<file path="src/rtl/boost_duty_sequencer.sv">
// Slew-limited duty sequencer for the boost PWM: soft-start, tracking, soft-stop
// and latched fault shutdown, with duty updates only on PWM-period ticks.
module boost_duty_sequencer #(
  parameter int TICK_DIV = 400,
  parameter int STEP     = 8,
  parameter int DMAX     = 900
) (
  input  logic       clk,
  input  logic       rst_n,
  input  logic       ce,
  input  logic [9:0] d_target,
  input  logic       fault_in,
  input  logic       fault_clr,
  output logic [9:0] d_boost,
  output logic       tick,
  output logic       ramp_done,
  output logic       fault_latched,
  output logic [2:0] state
);

  localparam int          CW     = (TICK_DIV > 2) ? $clog2(TICK_DIV) : 1;
  localparam logic [10:0] STEP_W = 11'(STEP);
  localparam logic [10:0] DMAX_W = 11'(DMAX);

  typedef enum logic [2:0] {
    IDLE  = 3'd0,
    RAMP  = 3'd1,
    RUN   = 3'd2,
    STOP  = 3'd3,
    FAULT = 3'd4
  } st_t;

  st_t         st_q, st_eff, st_nx;
  logic [CW-1:0] cnt_q;
  logic [10:0] d_ext, tgt, up, dn, slew;
  logic [9:0]  d_nx;
  logic        rd_nx, flt_nx;

  always_ff @(posedge clk or negedge rst_n) begin
    if (!rst_n)                         cnt_q <= '0;
    else if (cnt_q == CW'(TICK_DIV-1))  cnt_q <= '0;
    else                                cnt_q <= cnt_q + 1'b1;
  end

  assign tick = (cnt_q == CW'(TICK_DIV-1));

  // 11-bit arithmetic so step-up cannot wrap before the clamp
  assign d_ext = {1'b0, d_boost};
  assign tgt   = ({1'b0, d_target} > DMAX_W) ? DMAX_W : {1'b0, d_target};
  assign up    = d_ext + STEP_W;
  assign dn    = (d_ext > STEP_W) ? d_ext - STEP_W : 11'd0;
  assign slew  = (tgt > d_ext) ? ((up > tgt) ? tgt : up) :
                 (tgt < d_ext) ? ((dn < tgt) ? tgt : dn) : d_ext;

  always_comb begin
    st_eff = st_q;
    flt_nx = fault_latched;
    // ce-driven transition first; a coincident tick then uses the new state's rule
    case (st_q)
      IDLE:     if (ce && !fault_latched) st_eff = RAMP;
      RAMP,
      RUN:      if (!ce) st_eff = STOP;
      STOP:     if (ce) st_eff = RAMP;
      FAULT:    if (fault_clr && !fault_in && !ce) begin
                  st_eff = IDLE;
                  flt_nx = 1'b0;
                end
      default:  st_eff = IDLE;
    endcase

    st_nx = st_eff;
    d_nx  = d_boost;
    rd_nx = 1'b0;
    if (tick) begin
      case (st_eff)
        RAMP: begin
          d_nx = slew[9:0];
          if (slew == tgt) begin
            st_nx = RUN;
            rd_nx = 1'b1;
          end
        end
        RUN:  d_nx = slew[9:0];
        STOP: begin
          d_nx = dn[9:0];
          if (dn == 11'd0) st_nx = IDLE;
        end
        default: d_nx = d_boost;
      endcase
    end
    if (st_eff == IDLE || st_eff == FAULT) d_nx = '0;

    if (fault_in && st_q != FAULT) begin
      st_nx  = FAULT;
      d_nx   = '0;
      rd_nx  = 1'b0;
      flt_nx = 1'b1;
    end
  end

  always_ff @(posedge clk or negedge rst_n) begin
    if (!rst_n) begin
      st_q          <= IDLE;
      d_boost       <= '0;
      ramp_done     <= 1'b0;
      fault_latched <= 1'b0;
    end else begin
      st_q          <= st_nx;
      d_boost       <= d_nx;
      ramp_done     <= rd_nx;
      fault_latched <= flt_nx;
    end
  end

  assign state = st_q;

endmodule

</file>
<file path="config.mk">
export PLATFORM = sky130hd
export DESIGN_NAME = boost_duty_sequencer
export DESIGN_NICKNAME = d
export VERILOG_FILES = /design/src/rtl/boost_duty_sequencer.sv
export SDC_FILE = /design/constraint.sdc
export NUM_CORES = 1
export LEC_CHECK = 0
export ABC_AREA = 1
export CAP_MARGIN = 15
export CORE_ASPECT_RATIO = 0.9
export CORE_UTILIZATION = 25
export CTS_CLUSTER_SIZE = 25
export DETAILED_ROUTE_END_ITERATION = 6
export HOLD_SLACK_MARGIN = 0.1
export SYNTH_ARGS = -nofsm -noshare
export SYNTH_HDL_FRONTEND = slang
export SYNTH_SLANG_ARGS = --single-unit
</file>
<file path="constraint.sdc">
create_clock -name clk -period 4.8 [get_ports clk]
set_clock_uncertainty 0.1 [all_clocks]
set_input_delay 0.48 -clock clk [delete_from_list [all_inputs] [get_ports clk]]
set_output_delay 0.48 -clock clk [all_outputs]
set_load 0.05 [all_outputs]
</file>
==> flow_summary.ini, run 1 <==
[status]
status = complete, but fails checks
violations = DRC

[placement]
globalplace.congestion = 0.912
hpwlAfterDp_um = 8190
portBuffers = 30
post-place-ws_ps = 326

[final_layout]
layout_commonest_cell = nand2_1
nets = 620
drive_above_1_share_pct = 11.1
multiInputGateArea_sq_um = 2350
final_util_pct = 29.8
area_delta_synth_final_pct = 16.6
seqCellArea_sq_um = 601
diodes = 0
final_cell_mix = nand2_1 (127), inv_1 (80), nand3_1 (75)
fillers = 1464

[sta]
slew_headroom_pct = 57.1
min_period_over_period_pct = 88.0
hold_viol = 0
setup_slack_ps = 576
drv_slew = 0
worst_slew_pin_slew_ps = 644
fmax_mhz = 237
setup_tns_ps = 0
period_minus_slack_ps = 4220
rsz0062_at_grt = false
setup_violations = 0

[global_routing]
grt_max_degree = 25
track_usage_pct = 14.6
gr-usage-met1_pct = 20.2
grt_util_met3_pct = 2.96
grtUsageMet2_pct = 22.4
antenna_found_initial = 0
grt_pass1_vias = 3295
grt_pass1_wl_um = 16500
grt.busiest_layer = met2
overflow = 0

[die]
io_pins = 31
core_area_sq_um = 13300
die_w_um = 125
die_height_um = 113
rows = 40
die_area_sq_um = 14100
start_util_pct = 25.5

[clocking]
cts_setup_buffers = 0
cts_tree = built
cts_hold_buf = 0
cts_htree_levels = 1
cts-resized-gates = 0
root_buffer = clkbuf_16
cts_buffer_depth = 2
clkLatencyLatePin_ps = 260
cts_sinks = 24
worst_setup_hold_path_clk_slew_ps = 70
cts_made_buffers = 3

[synth]
syn_avg_cell_area_sq_um = 6.17
synth_flop_cell = dfrtp_1
syn-num-nets = 593
syn_area_sq_um = 3400
yosysWarnings = 0
yosysTopAreaCell = dfrtp_1
synth-compound-area-share_pct = 10.4
synthTopCellsByArea = dfrtp_1 (18%), nand2_1 (14%), nand3_1 (11%)
synth_edf_count = 0
synth_top_family_by_area = simple AND/OR/NAND/NOR gates
muxShareOfSynthArea_pct = 0
synthAdderAreaFrac_pct = 9.93
yosys.area.top_type_share_pct = 17.7
synth_xor_xnor_area_share_pct = 2.58
yosysSeqAreaShare_pct = 17.7
syn_inst = 551
async_flop_share_pct = 100
synthSimpleGateAreaFrac_pct = 46.1
synth_seq_cells = 24
synth_cell_types = 39

[power]
leakagePower_nw = 2.08
vdd_drop_max_mv = 0.186
power.density_nw_per_um2 = 185
total_power_uw = 732

[min_path]
min_from = cnt_q[0]$_DFF_PN0_
min_path_cells = 1
min_to = cnt_q[0]$_DFF_PN0_
min_path_type = reg -> reg

[worst_setup_path]
path_delay_family = simple AND/OR/NAND/NOR gates
r2r_start = d_boost[4]$_DFFE_PN0P_
crit_path_max_fanout = 14
rr_worst_depth = 23
rrSetupSlack_ps = 730
cp_data_arrival_time_ps = 4260
slowest_delay_ps = 580
crit_buf_inv = 5
timing.rr.end = state[0]$_DFF_PN0_
path_common_cell = nand3_1
path_cells = clkdlybuf4s50_1, nand3_1, inv_1, nand2_4, nand2_1, inv_1, ha_1, inv_1, o21bai_1, a21oi_1, o21bai_1, nand3_1, nand2_2, a21oi_2, nor2_2, nand3_1, nand3_1, nand2_1, inv_1, nand2_1, nor2_1, nand3_1, nand2_1, a21oi_1
cp_slowest_cell = clkdlybuf4s50_1
end_kind = flop
crit_type = in -> reg
crit_path_start_kind = primary input
cp.required_ps = 4840

[detailed_routing]
drt-vias-per-instance = 4.89
drt-pass1-iter-count = 7
drt_iter0_markers = 297
wire_per_inst_um = 13.6
drc = 4
vias = 3640
drtAntennaViolNets = 0
totalWireLength_um = 10200

[run]
drv_cap = 0
-- power by group --
part	total, mW	internal (mW)	switching, mW
Combinational	0.266	0.0868	0.180
Sequential	0.225	0.213	0.0111
Clock	0.241	0.166	0.0752
Total	0.732	0.466	0.266
-- cell families (layout without fill, tap and decap cells) --
family / after synthesis / after routing
DFF: 24 / 24
xor gates and xnor gates: 10 / 10
and+or+nand+nor: 326 / 326
buffers and inverters: 104 / 130
AOI/OAI and AO/OA: 60 / 60
adders and majority gates: 27 / 27
-- worst register-to-register path, stage by stage, from the launching register on --
cell	delay, ps
dfrtp_1	580
inv_1	110
ha_1	240
nand3_2	140
nor2_4	60
inv_2	110
nand2_4	90
nor2_1	330
ha_1	310
and3_1	150
nand2_1	90
inv_1	60
nand2_2	220
nand3_2	280
nand2_1	130
nand3_1	100
nand2_1	80
nand2_1	50
nand3_1	110
nand3_1	90
nor2_1	250
nand3_1	140
nand2_1	80
a21oi_1	60
-- how the worst max path moves through the flow --
stage / startpoint / cells past startpoint / slack [ps] / end
2_1_floorplan: d_boost[3]$_DFFE_PN0P_ / 25 / 1080 / state[0]$_DFF_PN0_
3_3_place_gp: d_target[9] / 25 / 370 / state[0]$_DFF_PN0_
3_5_place_dp: d_target[9] / 24 / 330 / state[0]$_DFF_PN0_
4_1_cts: d_target[9] / 24 / 590 / state[0]$_DFF_PN0_
5_1_grt: d_target[9] / 26 / 120 / state[0]$_DFF_PN0_
6_report: d_target[9] / 24 / 580 / state[0]$_DFF_PN0_
-- layout make-up --
class | instances | share of cell area, %
clock buffer | 3 | 1.89
clock inverter | 1 | 0.757
inverter | 85 | 8.04
multi-input combinational | 423 | 59.2
sequential | 24 | 15.1
tap | 168 | 5.30
timing repair buffer | 41 | 9.65
-- synthesized netlist by cell type, drive strengths merged (5+ instances only) --
| cell type | instances |
|---|---|
| buf | 14 |
| clkbuf | 5 |
| nand3 | 86 |
| xor2 | 9 |
| nand4 | 19 |
| dfrtp | 24 |
| inv | 85 |
| nor2 | 72 |
| ha | 27 |
| o22ai | 9 |
| a21oi | 20 |
| nand2 | 140 |
| o21ai | 20 |
-- through the flow --
| step | hold slack (ps) | cells | area [sq um] |
|---|---|---|---|
| floorplan | 84.4 | 551 | 3400 |
| global placement | 351 | 741 | 3860 |
| detailed placement | 356 | 741 | 3860 |
| CTS | 366 | 745 | 3970 |
| global route | 402 | 745 | 3970 |
| finish | 360 | 745 | 3970 |
-- state kept, by name, indices dropped and copies added (netlist names) --
signal and flops:
d_boost 10, fault_latched 1, ramp_done 1, state 3, cnt_q 9
-- per-layer routing --
layer | wire (um) | vias up
met3 | 588 | 27
met4 | 318 | 0
li1 | - | 1850
met1 | 4920 | 1653
met2 | 4330 | 110
met5 | 0 | -
Note: power is estimated with default switching activity, not from simulation.
==> inputs of run 2 (changes only) <==
--- a/config.mk
+++ b/config.mk
@@ -9,9 +9,11 @@
 export CAP_MARGIN = 15
 export CORE_ASPECT_RATIO = 0.9
 export CORE_UTILIZATION = 25
+export CTS_BUF_LIST = sky130_fd_sc_hd__clkbuf_8 sky130_fd_sc_hd__clkbuf_16
 export CTS_CLUSTER_SIZE = 25
 export DETAILED_ROUTE_END_ITERATION = 6
 export HOLD_SLACK_MARGIN = 0.1
+export SKIP_CTS_REPAIR_TIMING = 1
 export SYNTH_ARGS = -nofsm -noshare
 export SYNTH_HDL_FRONTEND = slang
 export SYNTH_SLANG_ARGS = --single-unit
==> results of run 2 <==
Same layout as run 1: the final DEF is identical, and so are final timing and power.
